[config.mk]
export PLATFORM = sky130hd
export DESIGN_NAME = seq_gen
export DESIGN_NICKNAME = d
export VERILOG_FILES = /design/src/rtl/seq_gen.sv
export SDC_FILE = /design/constraint.sdc
export NUM_CORES = 1
export LEC_CHECK = 0
export BUFFER_PORTS_ARGS = -buffer_cell sky130_fd_sc_hd__buf_2
export CORE_MARGIN = 2
export CORE_UTILIZATION = 30
export DETAILED_ROUTE_END_ITERATION = 8
export GPL_ROUTABILITY_DRIVEN = 0
export GPL_TIMING_DRIVEN = 1
export PLACE_DENSITY = 0.59
export SLEW_MARGIN = 20
export SYNTH_ARGS = -nofsm -noshare
export SYNTH_HDL_FRONTEND = slang
export SYNTH_SLANG_ARGS = --single-unit
[constraint.sdc]
create_clock -name clk -period 2.4 [get_ports clk]
set_clock_uncertainty 0.15 [all_clocks]
set_input_delay 0.24 -clock clk [delete_from_list [all_inputs] [get_ports clk]]
set_output_delay 0.24 -clock clk [all_outputs]
set_load 0.01 [all_outputs]
[src/rtl/seq_gen.sv]
// seq_gen: serial pattern transmitter.
//   Latches a parallel pattern on start and shifts it out MSB-first (bit len-1
//   first, bit 0 last), one bit per clk, with a qualifying ser_valid strobe.
//   Supports variable frame length, pausing (hold) and gap-free looping.
//
// Ports
//   clk        system clock, all state changes on posedge
//   rst        synchronous active-high reset
//   start      frame request, sampled only while idle
//   pattern    frame bits (WIDTH)
//   len        frame length in bits, legal 1..WIDTH
//   hold       freeze shifting while busy
//   loop       at the last-bit decision, restart the same frame with no gap
//   serOut     serial data bit (meaningful when ser_valid)
//   ser_valid  serOut carries a frame bit this cycle
//   busy       frame in progress
//   done       1-cycle pulse after a frame's last bit
//   err        1-cycle pulse when start arrives with an illegal len
module seq_gen #(
    parameter int WIDTH = 8,
    parameter int LW    = $clog2(WIDTH + 1)
) (
    input  logic             clk,
    input  logic             rst,
    input  logic             start,
    input  logic [WIDTH-1:0] pattern,
    input  logic [LW-1:0]    len,
    input  logic             hold,
    input  logic             loop,
    output logic             serOut,
    output logic             ser_valid,
    output logic             busy,
    output logic             done,
    output logic             err
);

    localparam logic ST_IDLE  = 1'b0;
    localparam logic ST_SHIFT = 1'b1;

    localparam logic [LW-1:0] MAXLEN = LW'(WIDTH);

    logic             state;
    logic [LW-1:0]    idx;     // index of the bit currently on serOut
    logic [LW-1:0]    flen;    // latched frame length
    logic [WIDTH-1:0] pat;     // latched frame bits

    logic             len_ok;
    logic [LW-1:0]    idx_dn;
    logic [WIDTH-1:0] sh_in;   // incoming pattern aligned so its first bit is at [0]
    logic [WIDTH-1:0] sh_nxt;  // latched pattern aligned to the next bit
    logic [WIDTH-1:0] sh_top;  // latched pattern aligned to its first bit (loop restart)

    assign len_ok = (len != '0) && (len <= MAXLEN);
    assign idx_dn = idx - 1'b1;
    assign sh_in  = pattern >> (len - 1'b1);
    assign sh_nxt = pat >> idx_dn;
    assign sh_top = pat >> (flen - 1'b1);

    always_ff @(posedge clk) begin
        if (rst) begin
            state     <= ST_IDLE;
            idx       <= '0;
            flen      <= '0;
            pat       <= '0;
            serOut    <= 1'b0;
            ser_valid <= 1'b0;
            busy      <= 1'b0;
            done      <= 1'b0;
            err       <= 1'b0;
        end else begin
            // done and err are single-cycle pulses
            done <= 1'b0;
            err  <= 1'b0;
            if (state == ST_IDLE) begin
                serOut    <= 1'b0;
                ser_valid <= 1'b0;
                busy      <= 1'b0;
                if (start) begin
                    if (len_ok) begin
                        // the accepting edge already drives the first bit
                        pat       <= pattern;
                        flen      <= len;
                        idx       <= len - 1'b1;
                        serOut    <= sh_in[0];
                        ser_valid <= 1'b1;
                        busy      <= 1'b1;
                        state     <= ST_SHIFT;
                    end else begin
                        err <= 1'b1;
                    end
                end
            end else begin
                if (hold) begin
                    // freeze idx/serOut; a pending last-bit decision waits too
                    ser_valid <= 1'b0;
                end else if (idx != '0) begin
                    idx       <= idx_dn;
                    serOut    <= sh_nxt[0];
                    ser_valid <= 1'b1;
                end else if (loop) begin
                    // restart with no gap; done marks the frame boundary
                    idx       <= flen - 1'b1;
                    serOut    <= sh_top[0];
                    ser_valid <= 1'b1;
                    done      <= 1'b1;
                end else begin
                    // busy drops with done so a start in the done cycle is accepted
                    state     <= ST_IDLE;
                    serOut    <= 1'b0;
                    ser_valid <= 1'b0;
                    busy      <= 1'b0;
                    done      <= 1'b1;
                end
            end
        end
    end

endmodule
==> impl_results.md <==
* Wirelength per Cell at 13.6 µm
* Period utilization at 92.4%
* Largest net degree at the start of global routing at 22
* TritonCTS Sinks at 22
* Vias/cell at 5.09
* CTS clk-pin slew, worst paths at 0.08 ns
* Area leader, netlist: dfxtp_1
* Mapped Nets at 166
* Storage cell area at 440 µm²
* Final Max Slew Viols at 0
* Ranking of synthesized cells by area: dfxtp_1, mux4_2, a21oi_1
* Tmin final at 2.22 ns
* Placed instance area at 1460 µm²
* Post-CTS setup buffers at 0
* Post-CTS Hold Buffers at 0
* Max Cap Viol at 0
* Crit Path Max Fanout at 7
* Post-route ant nets at 0
* Most common cell in the netlist: dfxtp_1
* Die X at 69.9 µm
* Root Driver: clkbuf_8
* Net Sw Frac at 30.2%
* Multiplexer area fraction after synthesis at 16.1%
* PnR worst setup slack at 0.183 ns
* Layout filler cell count at 409
* Crit-path slowest cell: dfxtp_1
* Int Power at 0.619 mW
* Worst slack, placed at 0.159 ns
* Ys Warns at 0
* Final cell count without fillers at 215
* GRT overflow at 0
* Post-synthesis sequential area ratio at 33.8%
* Setup violators final at 0
* Dpl cells at 212
* Worst Hold Class: in -> reg
* Core Area at 4090 µm²
* Worst EP required at 2.41 ns
* Peak supply drop at 265 µV
* DR vias at 1095
* RSZ-0062 raised after global routing: no
* Number of synthesized flops with an enable pin at 0
* Num CTS Buffers at 3
* Post-Synth Adder-Cell Area at 2.88%
* Slew @ Worst Pin at 0.452 ns
* Seq cells post-synth at 22
* Die height at 69.9 µm
* Final wirelength at 2.91 mm
* Post-DP HPWL at 2.24 mm
* Setup TNS at 0 ns
* PortBufs at 21
* Worst path max stage delay at 0.50 ns
* NetSw at 0.269 mW
* Fin area at 1510 µm²
* Initial antenna violation count at 0
* Site row count at 23
* Comb power frac at 28.2%
* Layout cell share with drive strength beyond 1 at 24.8%
* Largest family of logic cells by synthesized area: compound AO/OA/AOI/OAI gates
* Syn Std Cell Area at 1300 µm²
* Static leakage at 0.611 nW
* Post_cts resized at 0
* CTS Buffer Depth at 2
* CP endpoint kind: register
* Max transition margin at 69.4%
* Final core utilization at 36.8%
* Syn-to-layout area delta at 15.5%
* CTS tree: built
* Compound-Gate Fraction of Synth Area at 19.7%
* Final Hold Slack at 0.0811 ns
* DR iter-0 viols at 63
* Kind of critical path: reg -> reg
* Post-synth top flop: dfxtp_1
* Diodes inserted at 0
* Xor and xnor area share after synthesis at 3.36%
* CP startpoint kind: register
* Remaining DRCs at 0
* Worst-path cell chain: inv_1 > ha_1 > mux4_2 > mux2i_1 > nor4bb_1 > o31a_1 > o221a_1
* Simple-gate area share of the yosys netlist at 18.1%
* Vias in the first global route at 1111
* Arrival time at the worst endpoint at 2.22 ns
* List of most frequent post-synthesis cells: dfxtp_1, a21oi_1, nand2_1
* Fmax at 451 MHz
* Power share of the sequential group at 46.2%
* Final hold violation count at 0
* Ys async rst share at 0%
* Syn_area_per_cell at 8.93 µm²
* Total power draw at 0.888 mW
* Initial Util at 31.9%
* Buffers & Inverters on Critical Path at 1
* Htree depth at 1
* Status: finished clean
* Die area at 4890 µm²
* Clock Power Share at 25.6%
* Detailed Routing Iterations Pass 1 at 4
* First-pass GRT wire length at 5.16 mm
* Netlist cell types at 38
* Syn Inst Count at 146
* PwrDens at 590 nW/µm²
* CP top delay family: flip-flops
* Top Ports at 22
* Clk_lat worst skew at 0.26 ns
* GR Util All Layers at 12.8%
* Share of the synthesized area in the top cell type at 33.8%
* NumNets Final at 187
* Multi-input gate area at 785 µm²
## logic make-up after synthesis
group                    after synthesis
AO/OA/AOI/OAI                         37
AND/OR/NAND/NOR                       48
XOR/XNOR                               5
adder cells (fa/ha/maj)                3
buffers and inverters                 18
flip-flops                            22
multiplexers                          13
## final timing paths
path         cells after the start  startpoint      to  slack [ns]
min                              3  pattern[5]  pat[5]        0.08
max reg2reg                      7     flen[0]  serOut        0.18
max                              7     flen[0]  serOut        0.18
min reg2reg                      2      pat[6]  pat[6]        0.33
## per-layer routing
layer	part of all wire (%)	global-route usage [%]
met5	0	0
met4	1.6	4.49
met2	46	20.3
met1	50	17.6
met3	3.1	1.88
## registers in the layout (all words and copies together), names as in the netlist
signal	cells
pat	8
flen	4
idx	4
busy	1
done	1
err	1
serOut	1
ser_valid	1
state	1
## cells in the final DEF (no fill, tap or decap), types with 2 or more instances in the layout
| cell | Yosys | final |
|---|---|---|
| a21oi_1 | 18 | 18 |
| xnor2_1 | 2 | 2 |
| buf_2 | 3 | 21 |
| mux4_2 | 5 | 5 |
| nor3_1 | 5 | 5 |
| inv_1 | 7 | 7 |
| a31oi_1 | 2 | 2 |
| a211o_1 | 2 | 2 |
| xor2_1 | 3 | 3 |
| o21ai_0 | 3 | 3 |
| a211oi_1 | 2 | 2 |
| nand2b_1 | 3 | 3 |
| nand2_1 | 15 | 15 |
| dfxtp_1 | 22 | 22 |
| clkbuf_8 | 0 | 3 |
| nand3_1 | 10 | 10 |
| nor2_1 | 7 | 7 |
| o221a_1 | 2 | 2 |
| mux2i_1 | 6 | 6 |
| nor2b_1 | 2 | 2 |
| ha_1 | 3 | 3 |
| buf_4 | 0 | 6 |
## power by group through the flow
stage                     clock [mW]  combinational (mW)  sequential (mW)
after floorplan                    0               0.188            0.412
after global placement             0               0.249            0.418
after detailed placement           0               0.250            0.419
after CTS                      0.236               0.251            0.410
after global routing           0.252               0.279            0.414
final                          0.227               0.251            0.410
## worst reg2reg max path, stage by stage, from the launching register on
cell	delay, ns
dfxtp_1	0.50
inv_1	0.08
ha_1	0.34
mux4_2	0.31
mux2i_1	0.17
nor4bb_1	0.07
o31a_1	0.29
o221a_1	0.20
## cell type report
class	count	share of cell area (%)
multi-input combinational	106	52.1
sequential	22	29.3
timing repair buffer	27	9.98
tap	50	4.16
clock buffer	3	2.74
inverter	7	1.75
No activity file was read; power rests on OpenSTA's default activity.
